<file path="src/rtl/gecko_mem_arbiter_if.sv">
`default_nettype none
// ============================================================================
//  mem_intf / stream_intf
//  Request bus and valid/ready data stream used by gecko_mem_arbiter.
//  Revision: 1.0
// ============================================================================

interface mem_intf #(
  parameter int DATA_WIDTH = 32,
  parameter int ADDR_WIDTH = 32
);
  logic                  valid;
  logic                  ready;
  logic                  read_enable;
  logic                  write_enable;
  logic [ADDR_WIDTH-1:0] addr;
  logic [DATA_WIDTH-1:0] data;

  modport in  (input  valid, read_enable, write_enable, addr, data, output ready);
  modport out (output valid, read_enable, write_enable, addr, data, input  ready);
endinterface

interface stream_intf #(
  parameter int DATA_WIDTH = 32
);
  logic                  valid;
  logic                  ready;
  logic [DATA_WIDTH-1:0] payload;

  modport in  (input  valid, payload, output ready);
  modport out (output valid, payload, input  ready);
endinterface

`default_nettype wire

</file>
<file path="src/rtl/gecko_mem_arbiter.sv">
`default_nettype none
// ============================================================================
//  gecko_mem_arbiter
//  Two-port memory request arbiter with read-response routing FIFO.
//  Revision: 1.0
// ============================================================================

module gecko_mem_arbiter #(
  parameter int DATA_WIDTH      = 32,
  parameter int ADDR_WIDTH      = 32,
  parameter int MAX_OUTSTANDING = 4,
  parameter int FIXED_PRIORITY  = 0
) (
  input  logic      clk,
  input  logic      rst,
  mem_intf.in       req0,
  mem_intf.in       req1,
  mem_intf.out      mem_request,
  stream_intf.in    mem_response,
  stream_intf.out   rsp0,
  stream_intf.out   rsp1,
  output logic      unexpected_response
);

  localparam int                 c_PTR_W = (MAX_OUTSTANDING > 1) ? $clog2(MAX_OUTSTANDING) : 1;
  localparam int                 c_CNT_W = c_PTR_W + 1;
  localparam logic [c_CNT_W-1:0] c_MAX   = c_CNT_W'(MAX_OUTSTANDING);

  // Output register stage
  logic                  r_out_valid;
  logic                  r_out_re;
  logic                  r_out_we;
  logic [ADDR_WIDTH-1:0] r_out_addr;
  logic [DATA_WIDTH-1:0] r_out_data;

  // Arbitration and routing state
  logic                       r_last_grant;
  logic [MAX_OUTSTANDING-1:0] r_fifo_id;
  logic [c_PTR_W-1:0]         r_wr_ptr;
  logic [c_PTR_W-1:0]         r_rd_ptr;
  logic [c_CNT_W-1:0]         r_count;
  logic                       r_unexpected;

  logic                  w_slot_free;
  logic                  w_fifo_full;
  logic                  w_fifo_empty;
  logic                  w_elig0;
  logic                  w_elig1;
  logic                  w_sel;
  logic                  w_grant;
  logic                  w_sel_re;
  logic                  w_sel_we;
  logic [ADDR_WIDTH-1:0] w_sel_addr;
  logic [DATA_WIDTH-1:0] w_sel_data;
  logic                  w_push;
  logic                  w_pop;
  logic                  w_stray;
  logic                  w_head_id;

  assign w_slot_free  = !r_out_valid || mem_request.ready;
  assign w_fifo_full  = (r_count == c_MAX);
  assign w_fifo_empty = (r_count == '0);

  // A full FIFO blocks reads even when a pop happens this cycle.
  assign w_elig0 = rst && req0.valid && w_slot_free && !(req0.read_enable && w_fifo_full);
  assign w_elig1 = rst && req1.valid && w_slot_free && !(req1.read_enable && w_fifo_full);
  assign w_grant = w_elig0 || w_elig1;

  if (FIXED_PRIORITY != 0) begin : g_fixed_prio
    assign w_sel = !w_elig0;
  end else begin : g_round_robin
    always_comb begin
      w_sel = 1'b0;
      if (w_elig0 && w_elig1) begin
        w_sel = !r_last_grant;
      end else if (w_elig1) begin
        w_sel = 1'b1;
      end
    end
  end

  assign req0.ready = w_grant && !w_sel;
  assign req1.ready = w_grant &&  w_sel;

  assign w_sel_re   = w_sel ? req1.read_enable  : req0.read_enable;
  assign w_sel_we   = w_sel ? req1.write_enable : req0.write_enable;
  assign w_sel_addr = w_sel ? req1.addr         : req0.addr;
  assign w_sel_data = w_sel ? req1.data         : req0.data;

  // Combined read+write requests are routed like reads.
  assign w_push = w_grant && w_sel_re;

  assign mem_request.valid        = r_out_valid;
  assign mem_request.read_enable  = r_out_re;
  assign mem_request.write_enable = r_out_we;
  assign mem_request.addr         = r_out_addr;
  assign mem_request.data         = r_out_data;

  assign w_head_id = r_fifo_id[r_rd_ptr];

  always_comb begin
    mem_response.ready = 1'b1;
    rsp0.valid         = 1'b0;
    rsp1.valid         = 1'b0;
    if (rst && !w_fifo_empty) begin
      if (w_head_id) begin
        mem_response.ready = rsp1.ready;
        rsp1.valid         = mem_response.valid;
      end else begin
        mem_response.ready = rsp0.ready;
        rsp0.valid         = mem_response.valid;
      end
    end
  end

  assign rsp0.payload = mem_response.payload;
  assign rsp1.payload = mem_response.payload;

  assign w_pop   = rst && !w_fifo_empty && mem_response.valid && mem_response.ready;
  assign w_stray = rst &&  w_fifo_empty && mem_response.valid;

  assign unexpected_response = r_unexpected;

  always_ff @(posedge clk) begin
    if (!rst) begin
      r_out_valid <= 1'b0;
      r_out_re    <= 1'b0;
      r_out_we    <= 1'b0;
      r_out_addr  <= '0;
      r_out_data  <= '0;
    end else if (w_grant) begin
      r_out_valid <= 1'b1;
      r_out_re    <= w_sel_re;
      r_out_we    <= w_sel_we;
      r_out_addr  <= w_sel_addr;
      r_out_data  <= w_sel_data;
    end else if (mem_request.ready) begin
      r_out_valid <= 1'b0;
    end
  end

  // last_grant resets to port 1 so port 0 wins the first contention.
  always_ff @(posedge clk) begin
    if (!rst) begin
      r_last_grant <= 1'b1;
    end else if (w_grant) begin
      r_last_grant <= w_sel;
    end
  end

  always_ff @(posedge clk) begin
    if (!rst) begin
      r_fifo_id <= '0;
      r_wr_ptr  <= '0;
      r_rd_ptr  <= '0;
      r_count   <= '0;
    end else begin
      if (w_push) begin
        r_fifo_id[r_wr_ptr] <= w_sel;
        r_wr_ptr            <= r_wr_ptr + 1'b1;
      end
      if (w_pop) begin
        r_rd_ptr <= r_rd_ptr + 1'b1;
      end
      case ({w_push, w_pop})
        2'b10:   r_count <= r_count + 1'b1;
        2'b01:   r_count <= r_count - 1'b1;
        default: r_count <= r_count;
      endcase
    end
  end

  always_ff @(posedge clk) begin
    if (!rst) begin
      r_unexpected <= 1'b0;
    end else if (w_stray) begin
      r_unexpected <= 1'b1;
    end
  end

endmodule

`default_nettype wire
</file>
<file path="src/flat_wrapper.sv">
// flat-port wrapper written by rule: the top's interface ports become plain ports
module gecko_mem_arbiter_flat 
#(
  parameter int DATA_WIDTH      = 32,
  parameter int ADDR_WIDTH      = 32,
  parameter int MAX_OUTSTANDING = 4,
  parameter int FIXED_PRIORITY  = 0
)
  (clk, rst, unexpected_response, req0_valid, req0_read_enable, req0_write_enable, req0_addr, req0_data, req0_ready, req1_valid, req1_read_enable, req1_write_enable, req1_addr, req1_data, req1_ready, mem_request_valid, mem_request_read_enable, mem_request_write_enable, mem_request_addr, mem_request_data, mem_request_ready, mem_response_valid, mem_response_payload, mem_response_ready, rsp0_valid, rsp0_payload, rsp0_ready, rsp1_valid, rsp1_payload, rsp1_ready);
  mem_intf #(.DATA_WIDTH(DATA_WIDTH), .ADDR_WIDTH(ADDR_WIDTH)) req0_i ();
  mem_intf #(.DATA_WIDTH(DATA_WIDTH), .ADDR_WIDTH(ADDR_WIDTH)) req1_i ();
  mem_intf #(.DATA_WIDTH(DATA_WIDTH), .ADDR_WIDTH(ADDR_WIDTH)) mem_request_i ();
  stream_intf #(.DATA_WIDTH(DATA_WIDTH)) mem_response_i ();
  stream_intf #(.DATA_WIDTH(DATA_WIDTH)) rsp0_i ();
  stream_intf #(.DATA_WIDTH(DATA_WIDTH)) rsp1_i ();
  input  logic clk;
  input  logic rst;
  output logic unexpected_response;
  input wire logic [$bits(req0_i.valid)-1:0] req0_valid;
  input wire logic [$bits(req0_i.read_enable)-1:0] req0_read_enable;
  input wire logic [$bits(req0_i.write_enable)-1:0] req0_write_enable;
  input wire logic [$bits(req0_i.addr)-1:0] req0_addr;
  input wire logic [$bits(req0_i.data)-1:0] req0_data;
  output wire logic [$bits(req0_i.ready)-1:0] req0_ready;
  input wire logic [$bits(req1_i.valid)-1:0] req1_valid;
  input wire logic [$bits(req1_i.read_enable)-1:0] req1_read_enable;
  input wire logic [$bits(req1_i.write_enable)-1:0] req1_write_enable;
  input wire logic [$bits(req1_i.addr)-1:0] req1_addr;
  input wire logic [$bits(req1_i.data)-1:0] req1_data;
  output wire logic [$bits(req1_i.ready)-1:0] req1_ready;
  output wire logic [$bits(mem_request_i.valid)-1:0] mem_request_valid;
  output wire logic [$bits(mem_request_i.read_enable)-1:0] mem_request_read_enable;
  output wire logic [$bits(mem_request_i.write_enable)-1:0] mem_request_write_enable;
  output wire logic [$bits(mem_request_i.addr)-1:0] mem_request_addr;
  output wire logic [$bits(mem_request_i.data)-1:0] mem_request_data;
  input wire logic [$bits(mem_request_i.ready)-1:0] mem_request_ready;
  input wire logic [$bits(mem_response_i.valid)-1:0] mem_response_valid;
  input wire logic [$bits(mem_response_i.payload)-1:0] mem_response_payload;
  output wire logic [$bits(mem_response_i.ready)-1:0] mem_response_ready;
  output wire logic [$bits(rsp0_i.valid)-1:0] rsp0_valid;
  output wire logic [$bits(rsp0_i.payload)-1:0] rsp0_payload;
  input wire logic [$bits(rsp0_i.ready)-1:0] rsp0_ready;
  output wire logic [$bits(rsp1_i.valid)-1:0] rsp1_valid;
  output wire logic [$bits(rsp1_i.payload)-1:0] rsp1_payload;
  input wire logic [$bits(rsp1_i.ready)-1:0] rsp1_ready;
  assign req0_i.valid = req0_valid;
  assign req0_i.read_enable = req0_read_enable;
  assign req0_i.write_enable = req0_write_enable;
  assign req0_i.addr = req0_addr;
  assign req0_i.data = req0_data;
  assign req0_ready = req0_i.ready;
  assign req1_i.valid = req1_valid;
  assign req1_i.read_enable = req1_read_enable;
  assign req1_i.write_enable = req1_write_enable;
  assign req1_i.addr = req1_addr;
  assign req1_i.data = req1_data;
  assign req1_ready = req1_i.ready;
  assign mem_request_valid = mem_request_i.valid;
  assign mem_request_read_enable = mem_request_i.read_enable;
  assign mem_request_write_enable = mem_request_i.write_enable;
  assign mem_request_addr = mem_request_i.addr;
  assign mem_request_data = mem_request_i.data;
  assign mem_request_i.ready = mem_request_ready;
  assign mem_response_i.valid = mem_response_valid;
  assign mem_response_i.payload = mem_response_payload;
  assign mem_response_ready = mem_response_i.ready;
  assign rsp0_valid = rsp0_i.valid;
  assign rsp0_payload = rsp0_i.payload;
  assign rsp0_i.ready = rsp0_ready;
  assign rsp1_valid = rsp1_i.valid;
  assign rsp1_payload = rsp1_i.payload;
  assign rsp1_i.ready = rsp1_ready;
  gecko_mem_arbiter #(.DATA_WIDTH(DATA_WIDTH), .ADDR_WIDTH(ADDR_WIDTH), .MAX_OUTSTANDING(MAX_OUTSTANDING), .FIXED_PRIORITY(FIXED_PRIORITY)) u_core (.clk(clk), .rst(rst), .req0(req0_i), .req1(req1_i), .mem_request(mem_request_i), .mem_response(mem_response_i), .rsp0(rsp0_i), .rsp1(rsp1_i), .unexpected_response(unexpected_response));
endmodule
</file>
<file path="config.mk">
export PLATFORM = sky130hd
export DESIGN_NAME = gecko_mem_arbiter_flat
export DESIGN_NICKNAME = d
export VERILOG_FILES = /design/src/rtl/gecko_mem_arbiter_if.sv /design/src/rtl/gecko_mem_arbiter.sv /design/src/flat_wrapper.sv
export SDC_FILE = /design/constraint.sdc
export NUM_CORES = 1
export LEC_CHECK = 0
export ABC_CLOCK_PERIOD_IN_PS = 5000
export CAP_MARGIN = 20
export CORE_AREA = 2 2 121 123
export DETAILED_ROUTE_END_ITERATION = 8
export DIE_AREA = 0 0 123 125
export PLACE_DENSITY = 0.71
export REMOVE_ABC_BUFFERS = 1
export SETUP_SLACK_MARGIN = 0.4
export SLEW_MARGIN = 20
export SYNTH_ARGS = -nofsm -noshare
export SYNTH_HDL_FRONTEND = slang
export SYNTH_SLANG_ARGS = --single-unit
</file>
<file path="constraint.sdc">
create_clock -name clk -period 5 [get_ports clk]
set_clock_uncertainty 0.2 [all_clocks]
set_input_delay 0.5 -clock clk [delete_from_list [all_inputs] [get_ports clk]]
set_output_delay 0.5 -clock clk [all_outputs]
set_load 0.03 [all_outputs]
</file>
==> flow_metrics.py, run 1 <==
metrics = {
    "outcome": {
        "run_status": "complete, no violations",
    },
    "synth": {
        "synth.largest_area_cell": "dfxtp_1",
        "yosys_register_bits": 80,
        "synth_xor_area_share_pct": 0.6440,
        "postSynthCellCount": 529,
        "synth_simple_gate_area_share_pct": 11.07,
        "synth_compound_area_share_pct": 27.02,
        "ys_types": 37,
        "syn_area_per_cell_um2": 7.713,
        "synth_area_leaders": "dfxtp_1 (39%), a21oi_1 (16%), buf_4 (12%)",
        "synthAdderAreaFrac_pct": 2.024,
        "synth_top_family_by_area": "compound AO/OA/AOI/OAI gates",
        "yosysSeqAreaShare_pct": 39.25,
        "synth_top_area_share_pct": 39.25,
        "ys.warnings.count": 0,
        "syn_area_um2": 4080,
        "muxShareOfSynthArea_pct": 2.729,
    },
    "floorplanning": {
        "fp.dieH_um": 125,
        "io_pins": 309,
        "dieWidth_um": 123,
        "initial_core_util_pct": 28.73,
        "die_area_um2": 15380,
        "rows": 44,
        "core_area_um2": 14200,
    },
    "sta": {
        "slew_violations": 0,
        "setup_ws_ps": 1538,
        "fmax_mhz": 288.8,
        "period_share_pct": 69.24,
        "min_period_ps": 3462,
        "worstMarginPinSlew_ps": 1003,
        "hold_viol_final": 0,
        "rsz0062_at_grt": "no",
        "setup_violations": 0,
        "slew-limit-headroom_pct": 33.13,
        "setup_tns_ps": 0,
    },
    "routing": {
        "drc_errors": 0,
        "met1_length_mm": 6.333,
        "drt-pass1-iter-count": 4,
        "routedWlPerCell_um": 18.13,
        "drt-initial-drc-count": 162,
        "vias_per_cell": 4.935,
        "met2_length_mm": 5.969,
        "num_vias": 4165,
        "wl_met3_mm": 2.536,
        "wl_mm": 15.30,
        "dr.max_layer_used": "met5",
        "drtAntennaViolNets": 0,
    },
    "worst_setup_path": {
        "worstReg2RegStart": "u_core.r_rd_ptr[1]",
        "end_kind": "primary output",
        "worstRegToRegCells": 11,
        "crit_end": "req1_ready",
        "crit_required_ps": 4300,
        "cp_max_fo": 36,
        "slowest_delay_ps": 480,
        "worstSetupPathType": "input port to primary output",
        "r2r_slack_ps": 2270,
        "cp.arrival_ps": 2760,
        "cp_common_cell": "buf_4",
        "critPathLaunch": "mem_request_ready",
        "crit_slowest_cell": "inv_2",
        "path_cells": "clkdlybuf4s50_1, nand2b_1, and2_1, nand3_2, inv_2, buf_4, buf_4",
        "critPathLaunchType": "input port",
        "timing.rr.end": "u_core.r_count[2]",
    },
    "grt": {
        "grt_max_degree": 71,
        "grt_pass1_vias": 4165,
        "grt.overflow.total": 0,
        "antenna_found_initial": 0,
        "grt_first_pass_wirelength_mm": 23.10,
        "gr-usage-all-layers_pct": 19.86,
    },
    "layout": {
        "diodes": 0,
        "nets": 833,
        "drive_gt1_share_pct": 4.242,
        "nFillCells": 1448,
        "fin_util_pct": 43.20,
        "stdcell_count": 844,
        "syn2layout_area_growth_pct": 50.38,
        "fin_area_um2": 6136,
    },
    "clock_tree": {
        "post_cts_buffers": 0,
        "post_cts_resized": 0,
        "htree_levels": 3,
        "cts_root_buf": "clkbuf_16",
        "cts_tree": "yes",
        "cts.sinks": 80,
        "clk_path_buf_depth": 2,
        "hold_buffers": 0,
        "clk_pin_slew_worst_paths_ps": 60,
        "cts_buffers": 9,
        "insertion_delay_ps": 340,
    },
    "power": {
        "p_leak_nw": 2.414,
        "power_density_nw_per_um2": 335.9,
        "irDropWorstVdd_mv": 0.1507,
    },
    "run": {
        "cap_violations": 0,
    },
    "placement": {
        "portBuffers": 212,
        "post-place-ws_ps": 1506,
        "dp_hpwl_mm": 10.75,
        "placed_cell_area_um2": 5822,
        "place_inst": 828,
        "gp_congestion": 0.8230,
    },
    "worst_hold_path": {
        "hold_path_class": "flip-flop to flip-flop",
    },
}
## power by group
| part | switching [mW] | internal [mW] |
|---|---|---|
| registers | 0.0341 | 0.706 |
| clock network | 0.275 | 0.438 |
| logic | 0.330 | 0.278 |
## critical path, delay by kind of cell
family                 cells  cell delay [ps]
and+or+nand+nor            3              590
buffers and inverters      4             1630
## through the flow
stage,hold slack [ps],total power [mW]
4_1_cts,263.7,2.087
3_3_place_gp,247.3,1.360
5_1_grt,279.9,2.165
3_5_place_dp,253.7,1.362
2_1_floorplan,235.0,1.047
6_report,257.3,2.061
## cell usage in the layout (no fill, tap or decap), drive strengths merged, types with 2 or more instances in the layout
master,n
o211ai,2
a21boi,2
buf,7
nor2,6
and2,6
ha,5
dfxtp,80
mux2i,10
clkbuf,11
o2111ai,2
clkdlybuf4s50,210
a21oi,134
o21ai,67
nor2b,4
nand3,2
xnor2,2
inv,9
clkinv,2
bufinv,2
nand2,83
## synth_stat cells, drive strengths merged
cell,count
a21oi,134
nand2,83
dfxtp,80
buf,76
o21ai,67
clkbuf,26
mux2i,10
inv,9
and2,6
nor2,6
ha,5
nor2b,4
a21boi,2
nand3,2
o2111ai,2
o211ai,2
xnor2,2
fa,1
mux2,1
nand2b,1
nand4,1
nor3,1
nor3b,1
o211a,1
o221a,1
o221ai,1
o31a,1
or3,1
or3b,1
xor2,1
## final cells by class
type | instances | area [um^2] | share of cell area, %
repair buffers | 217 | 2165 | 35.28
multi-input cells | 338 | 1792 | 29.20
flip-flops and latches | 80 | 1602 | 26.10
clock buffers | 11 | 232.7 | 3.793
well taps | 184 | 230.2 | 3.752
clock inverters | 5 | 81.33 | 1.325
inverters | 9 | 33.78 | 0.5506
## worst min-delay path by stage
stage	startpoint	to	slack (ps)	depth (start not counted)
2_1_floorplan	u_core.r_fifo_id[2]	u_core.r_fifo_id[2]	230	2
3_3_place_gp	u_core.r_fifo_id[3]	u_core.r_fifo_id[3]	250	2
3_5_place_dp	u_core.r_fifo_id[2]	u_core.r_fifo_id[2]	250	2
4_1_cts	u_core.r_fifo_id[3]	u_core.r_fifo_id[3]	260	2
5_1_grt	u_core.r_fifo_id[0]	u_core.r_fifo_id[0]	280	2
6_report	u_core.r_fifo_id[3]	u_core.r_fifo_id[3]	260	2
## sequential cells by signal, summed over array words and instances (netlist names)
register	count
u_core.r_count	3
u_core.r_wr_ptr	2
u_core.mem_request.read_enable	1
u_core.r_fifo_id	4
u_core.mem_request.addr	32
u_core.mem_request.write_enable	1
u_core.unexpected_response	1
u_core.mem_request.data	32
u_core.r_last_grant	1
u_core.mem_request.valid	1
u_core.r_rd_ptr	2
## kinds of logic after synthesis
group	Yosys count
AOI/OAI and AO/OA	211
xor gates and xnor gates	3
adders and majority gates	6
buffers and inverters	111
DFF	80
muxes	11
and+or+nand+nor	107
## per-layer routing
metal / vias up / track usage, %
met2: 255 / 26.26
met5: - / 4.605
met1: 1889 / 23.44
met3: 29 / 15.15
li1: 1990 / -
met4: 2 / 8.222
Power figures use the tool's default switching activity.
==> run 2: changes to the inputs <==
--- a/config.mk
+++ b/config.mk
@@ -5,12 +5,12 @@
 export SDC_FILE = /design/constraint.sdc
 export NUM_CORES = 1
 export LEC_CHECK = 0
-export ABC_CLOCK_PERIOD_IN_PS = 5000
+export ABC_CLOCK_PERIOD_IN_PS = 3600
 export CAP_MARGIN = 20
-export CORE_AREA = 2 2 121 123
+export CORE_AREA = 2 2 120 122
 export DETAILED_ROUTE_END_ITERATION = 8
-export DIE_AREA = 0 0 123 125
-export PLACE_DENSITY = 0.71
+export DIE_AREA = 0 0 122 124
+export PLACE_DENSITY = 0.72
 export REMOVE_ABC_BUFFERS = 1
 export SETUP_SLACK_MARGIN = 0.4
 export SLEW_MARGIN = 20
==> constraint.sdc (replaced) <==
create_clock -name clk -period 3.6 [get_ports clk]
set_clock_uncertainty 0.2 [all_clocks]
set_input_delay 0.36 -clock clk [delete_from_list [all_inputs] [get_ports clk]]
set_output_delay 0.36 -clock clk [all_outputs]
set_load 0.03 [all_outputs]
==> flow_metrics.py, run 2 (same netlist as run 1, synthesis figures left out) <==
metrics = {
    "outcome": {
        "run_status": "complete, no violations",
    },
    "sta": {
        "worstMarginPinSlew_ps": 816.6,
        "rsz0062_at_grt": "no",
        "slew_violations": 0,
        "fmax_mhz": 345.7,
        "setup_tns_ps": 0,
        "min_period_ps": 2893,
        "hold_ws_ps": 144.3,
        "setup_violations": 0,
        "hold_viol_final": 0,
        "period_share_pct": 80.36,
        "slew-limit-headroom_pct": 45.56,
    },
    "floorplanning": {
        "fp.dieH_um": 124,
        "core_area_um2": 13720,
        "rows": 43,
        "dieWidth_um": 122,
        "io_pins": 309,
        "die_area_um2": 15130,
        "initial_core_util_pct": 29.74,
    },
    "grt": {
        "antenna_found_initial": 0,
        "gr-usage-all-layers_pct": 19.88,
        "grt_first_pass_wirelength_mm": 22.70,
        "grt_pass1_vias": 4005,
        "grt_max_degree": 77,
        "grt.overflow.total": 0,
    },
    "clock_tree": {
        "hold_buffers": 0,
        "post_cts_buffers": 0,
        "post_cts_resized": 0,
        "cts_buffers": 9,
        "cts_root_buf": "clkbuf_16",
        "cts_tree": "yes",
        "clk_path_buf_depth": 2,
        "cts.sinks": 80,
        "insertion_delay_ps": 330,
        "clk_pin_slew_worst_paths_ps": 60,
        "htree_levels": 3,
    },
    "worst_setup_path": {
        "critPathLaunchType": "input port",
        "worstReg2RegStart": "u_core.r_rd_ptr[1]",
        "worstRegToRegCells": 11,
        "slowest_delay_ps": 670,
        "cp_top_family": "buffers and inverters",
        "worstSetupPathType": "input port to primary output",
        "cp_common_cell": "clkdlybuf4s50_1",
        "path_cells": "clkdlybuf4s50_1, nand2b_1, nand2_1, o221a_2, nor2_1, clkdlybuf4s50_1",
        "cp.arrival_ps": 2330,
        "crit_required_ps": 3040,
        "timing.rr.end": "u_core.r_count[2]",
        "crit_slowest_cell": "clkdlybuf4s50_1",
        "cp_max_fo": 9,
        "end_kind": "primary output",
        "crit_buf_inv": 2,
        "r2r_slack_ps": 880,
    },
    "layout": {
        "diodes": 0,
        "syn2layout_area_growth_pct": 50.63,
        "nFillCells": 1365,
        "final_cell_mix": "clkdlybuf4s50_1 (210), a21oi_1 (133), nand2_1 (83), dfxtp_1 (80), o21ai_0 (54)",
        "final_common_cell": "clkdlybuf4s50_1",
        "seq_area_um2": 1602,
        "drive_gt1_share_pct": 4.827,
        "multi_input_comb_area_um2": 1792,
        "nets": 836,
    },
    "routing": {
        "drc_errors": 0,
        "num_vias": 4118,
        "drtAntennaViolNets": 0,
        "routedWlPerCell_um": 18.19,
        "drt-initial-drc-count": 186,
        "vias_per_cell": 4.885,
        "wl_mm": 15.33,
        "drt-pass1-iter-count": 4,
    },
    "power": {
        "p_leak_nw": 2.434,
        "irDropWorstVdd_mv": 0.2222,
        "power_density_nw_per_um2": 463.0,
    },
    "worst_hold_path": {
        "min_delay_path_depth": 3,
        "holdPathEnd": "u_core.mem_request.addr[21]",
        "hold_path_class": "input port to flip-flop",
        "min_from": "rst",
    },
    "placement": {
        "dp_hpwl_mm": 10.75,
        "portBuffers": 212,
        "gp_congestion": 0.8579,
    },
    "run": {
        "cap_violations": 0,
    },
}
run 2: worst register-to-register path, delay by kind of cell, from the launching register on:
family / cells / cell delay (ps)
flops: 1 / 390
compound gates: 2 / 220
simple gates: 3 / 520
fa+ha+maj: 2 / 570
buf+inv: 1 / 60
mux: 2 / 530
xor+xnor: 1 / 150
run 2: final cells by class:
type	count	area share, %
Clock buffer	14	4.621
Clock inverter	2	0.5700
Inverter	9	0.5497
Multi-Input combinational cell	338	29.15
Sequential cell	80	26.06
Tap cell	180	3.664
Timing Repair Buffer	220	35.38
run 2: routing by layer:
layer,GRT usage [%],vias up,share of wire (%)
li1,-,1989,-
met1,22.84,1884,41
met2,27.34,236,41
met3,17.03,9,17
met4,5.101,0,0.90
met5,2.083,-,0
run 2: stage by stage:
stage,area (um^2),total power [mW],utilization (%),setup slack (ps),instances
CTS,6146,2.887,44.80,708.0,843
detailed placement,5827,1.890,42.47,600.9,827
global placement,5827,1.887,42.47,629.9,827
global route,6146,2.998,44.80,614.5,843
finish,6146,2.845,44.80,707.0,843
floorplan,3410,1.454,-,42.69,427
run 2: where the power goes:
| group | switching (mW) | total (mW) | internal [mW] |
|---|---|---|---|
| Combinational | 0.456 | 0.842 | 0.386 |
| Clock | 0.363 | 0.976 | 0.613 |
| Sequential | 0.0472 | 1.03 | 0.981 |
| Total | 0.866 | 2.85 | 1.98 |
run 2: worst max path at each step:
stage / from / slack [ps] / cells after the start / endpoint
6_report: mem_request_ready / 710 / 6 / req0_ready
3_5_place_dp: mem_request_ready / 600 / 12 / u_core.r_count[2]
4_1_cts: mem_request_ready / 710 / 6 / req0_ready
5_1_grt: mem_request_ready / 610 / 6 / req0_ready
3_3_place_gp: mem_request_ready / 630 / 12 / u_core.r_count[2]
2_1_floorplan: u_core.r_count[0] / 40 / 5 / req0_ready
==> run 3: changes to the inputs <==
--- a/config.mk
+++ b/config.mk
@@ -5,7 +5,7 @@
 export SDC_FILE = /design/constraint.sdc
 export NUM_CORES = 1
 export LEC_CHECK = 0
-export ABC_CLOCK_PERIOD_IN_PS = 3600
+export ABC_CLOCK_PERIOD_IN_PS = 2670
 export CAP_MARGIN = 20
 export CORE_AREA = 2 2 120 122
 export DETAILED_ROUTE_END_ITERATION = 8
==> constraint.sdc (replaced) <==
create_clock -name clk -period 2.67 [get_ports clk]
set_clock_uncertainty 0.2 [all_clocks]
set_input_delay 0.267 -clock clk [delete_from_list [all_inputs] [get_ports clk]]
set_output_delay 0.267 -clock clk [all_outputs]
set_load 0.03 [all_outputs]
==> flow_metrics.py, run 3 (same netlist as run 1, synthesis figures left out) <==
metrics = {
    "clock_tree": {
        "cts_tree": "yes",
        "clk_path_buf_depth": 2,
        "insertion_delay_ps": 330,
        "htree_levels": 3,
        "clk_pin_slew_worst_paths_ps": 50,
        "hold_buffers": 0,
        "cts_root_buf": "clkbuf_16",
        "cts.sinks": 80,
        "cts_buffers": 9,
    },
    "worst_hold_path": {
        "min_delay_path_depth": 3,
        "hold_path_class": "input port to flip-flop",
        "min_from": "rst",
        "holdPathEnd": "u_core.r_rd_ptr[0]",
    },
    "sta": {
        "slew-limit-headroom_pct": 74.85,
        "setup_violations": 0,
        "period_share_pct": 92.03,
        "hold_viol_final": 0,
        "rsz0062_at_grt": "yes",
        "slew_violations": 0,
        "hold_ws_ps": 226.7,
        "worstMarginPinSlew_ps": 376.1,
        "fmax_mhz": 407.0,
        "min_period_ps": 2457,
    },
    "worst_setup_path": {
        "end_kind": "flip-flop",
        "crit_buf_inv": 1,
        "cp.depth": 11,
        "critPathLaunchType": "flip-flop",
        "crit_required_ps": 2730,
        "worstRegToRegCells": 11,
        "worstSetupPathType": "flip-flop to flip-flop",
        "slowest_delay_ps": 360,
        "cp.arrival_ps": 2520,
        "path_cells": "mux2_4, nor2_4, a21oi_2, mux2i_1, nor2_1, ha_2, inv_2, fa_2, xor2_1, or3_1, a21boi_1",
        "crit_slowest_cell": "dfxtp_4",
        "worstReg2RegStart": "u_core.r_rd_ptr[1]",
        "cp_max_fo": 3,
        "r2r_slack_ps": 210,
        "timing.rr.end": "u_core.r_count[2]",
        "cp_top_family": "adder cells",
    },
    "grt": {
        "grt.overflow.total": 0,
        "grt_first_pass_wirelength_mm": 22.40,
        "grt_util_met1_pct": 23.54,
        "use_met2_pct": 27.48,
        "top_usage_layer": "met2",
        "antenna_found_initial": 0,
        "gr-usage-all-layers_pct": 19.90,
        "grt_max_degree": 71,
        "grt_use_met3_pct": 14.93,
        "grt_pass1_vias": 3983,
    },
    "run": {
        "cap_violations": 0,
    },
    "power": {
        "irDropWorstVdd_mv": 0.2660,
        "power_density_nw_per_um2": 579.4,
        "p_clk_share_pct": 29.8,
        "intPower_mw": 2.530,
        "seqPwrFrac_pct": 37.8,
        "p_leak_nw": 2.550,
        "p_comb_share_pct": 32.4,
        "switching_share_pct": 31.17,
        "power.switching_mw": 1.145,
    },
    "floorplanning": {
        "io_pins": 309,
        "core_area_um2": 13720,
        "rows": 43,
        "dieWidth_um": 122,
        "die_area_um2": 15130,
        "initial_core_util_pct": 29.74,
        "fp.dieH_um": 124,
    },
    "layout": {
        "syn2layout_area_growth_pct": 55.44,
        "final_cell_mix": "clkdlybuf4s50_1 (206), a21oi_1 (132), nand2_1 (83), dfxtp_1 (79), o21ai_0 (53)",
        "nets": 858,
        "drive_gt1_share_pct": 9.224,
        "fin_util_pct": 46.23,
        "diodes": 0,
        "final_common_cell": "clkdlybuf4s50_1",
    },
    "routing": {
        "drc_errors": 0,
        "vias_per_cell": 4.873,
        "drt-initial-drc-count": 171,
        "drt-pass1-iter-count": 4,
        "drtAntennaViolNets": 0,
        "routedWlPerCell_um": 17.87,
        "wl_mm": 15.42,
        "num_vias": 4205,
    },
    "placement": {
        "gp_congestion": 0.8344,
        "dp_hpwl_mm": 11.13,
        "portBuffers": 212,
    },
    "outcome": {
        "run_status": "complete, no violations",
    },
}
[run 3: cell count changes in the layout (fill, tap and decap cells not counted), moves of 2 or more]
cell / previous run / this run
buf_12: 0 / 5
buf_4: 9 / 26
clkbuf_1: 1 / 3
clkbuf_2: 0 / 3
clkbuf_8: 4 / 1
clkdlybuf4s50_1: 210 / 206
[run 3: how the worst max path moves through the flow]
stage	endpoint	start	slack [ps]
2_1_floorplan	req0_ready	u_core.r_count[0]	-790
3_3_place_gp	u_core.r_count[2]	u_core.r_rd_ptr[1]	60
3_5_place_dp	u_core.r_count[2]	req1_valid	30
4_1_cts	u_core.r_count[2]	u_core.r_rd_ptr[1]	210
5_1_grt	u_core.r_count[2]	u_core.r_rd_ptr[1]	90
6_report	u_core.r_count[2]	u_core.r_rd_ptr[1]	210
[run 3: area by class of cell]
type                    count  area [um^2]
clock buffers              13        250.2
clock inverters             1        5.005
fillers                  1356         7377
inverters                   9        41.29
multi-input cells         338         1832
flip-flops and latches     80         1605
well taps                 180        225.2
repair buffers            241         2377
repair inverters            1        6.256
[run 3: power groups by stage]
stage               registers (mW)  clock network (mW)  logic (mW)
floorplan                     1.64                   0       0.316
global placement              1.41                   0        1.18
detailed placement            1.41                   0        1.18
CTS                           1.39                1.15        1.20
global route                  1.40                1.20        1.28
finish                        1.39                1.10        1.19
[run 3: what timing repair did]
item,4_1_cts,5_1_grt
cloned,1,0
resized for setup,18,9
buffers inserted,5,1
pin swaps,4,2
endpoints found under the setup margin,41,12
[run 3: metal layers]
| layer | share of wire [%] | wire (um) |
|---|---|---|
| met5 | 0.43 | 66 |
| met4 | 1.4 | 210 |
| met3 | 16 | 2482 |
| met2 | 41 | 6303 |
| met1 | 41 | 6356 |
[run 3: per-stage QoR]
stage | worst slack (ps) | power (mW) | setup TNS [ps] | instance area, um^2 | std cells
2_1_floorplan | -794.3 | 1.961 | -45240 | 3410 | 427
3_3_place_gp | 58.80 | 2.584 | 0 | 6000 | 842
3_5_place_dp | 30.43 | 2.588 | 0 | 6000 | 842
4_1_cts | 213.6 | 3.736 | 0 | 6335 | 862
5_1_grt | 93.46 | 3.882 | 0 | 6342 | 863
6_report | 212.7 | 3.675 | 0 | 6342 | 863
[run 3: worst register-to-register path, delay by kind of cell, from the launching register on]
| family | cells | cell delay, ps |
|---|---|---|
| compound gates | 2 | 160 |
| simple gates | 3 | 500 |
| buf+inv | 1 | 40 |
| xor+xnor | 1 | 150 |
| mux | 2 | 460 |
| fa+ha+maj | 2 | 520 |
| flops | 1 | 360 |
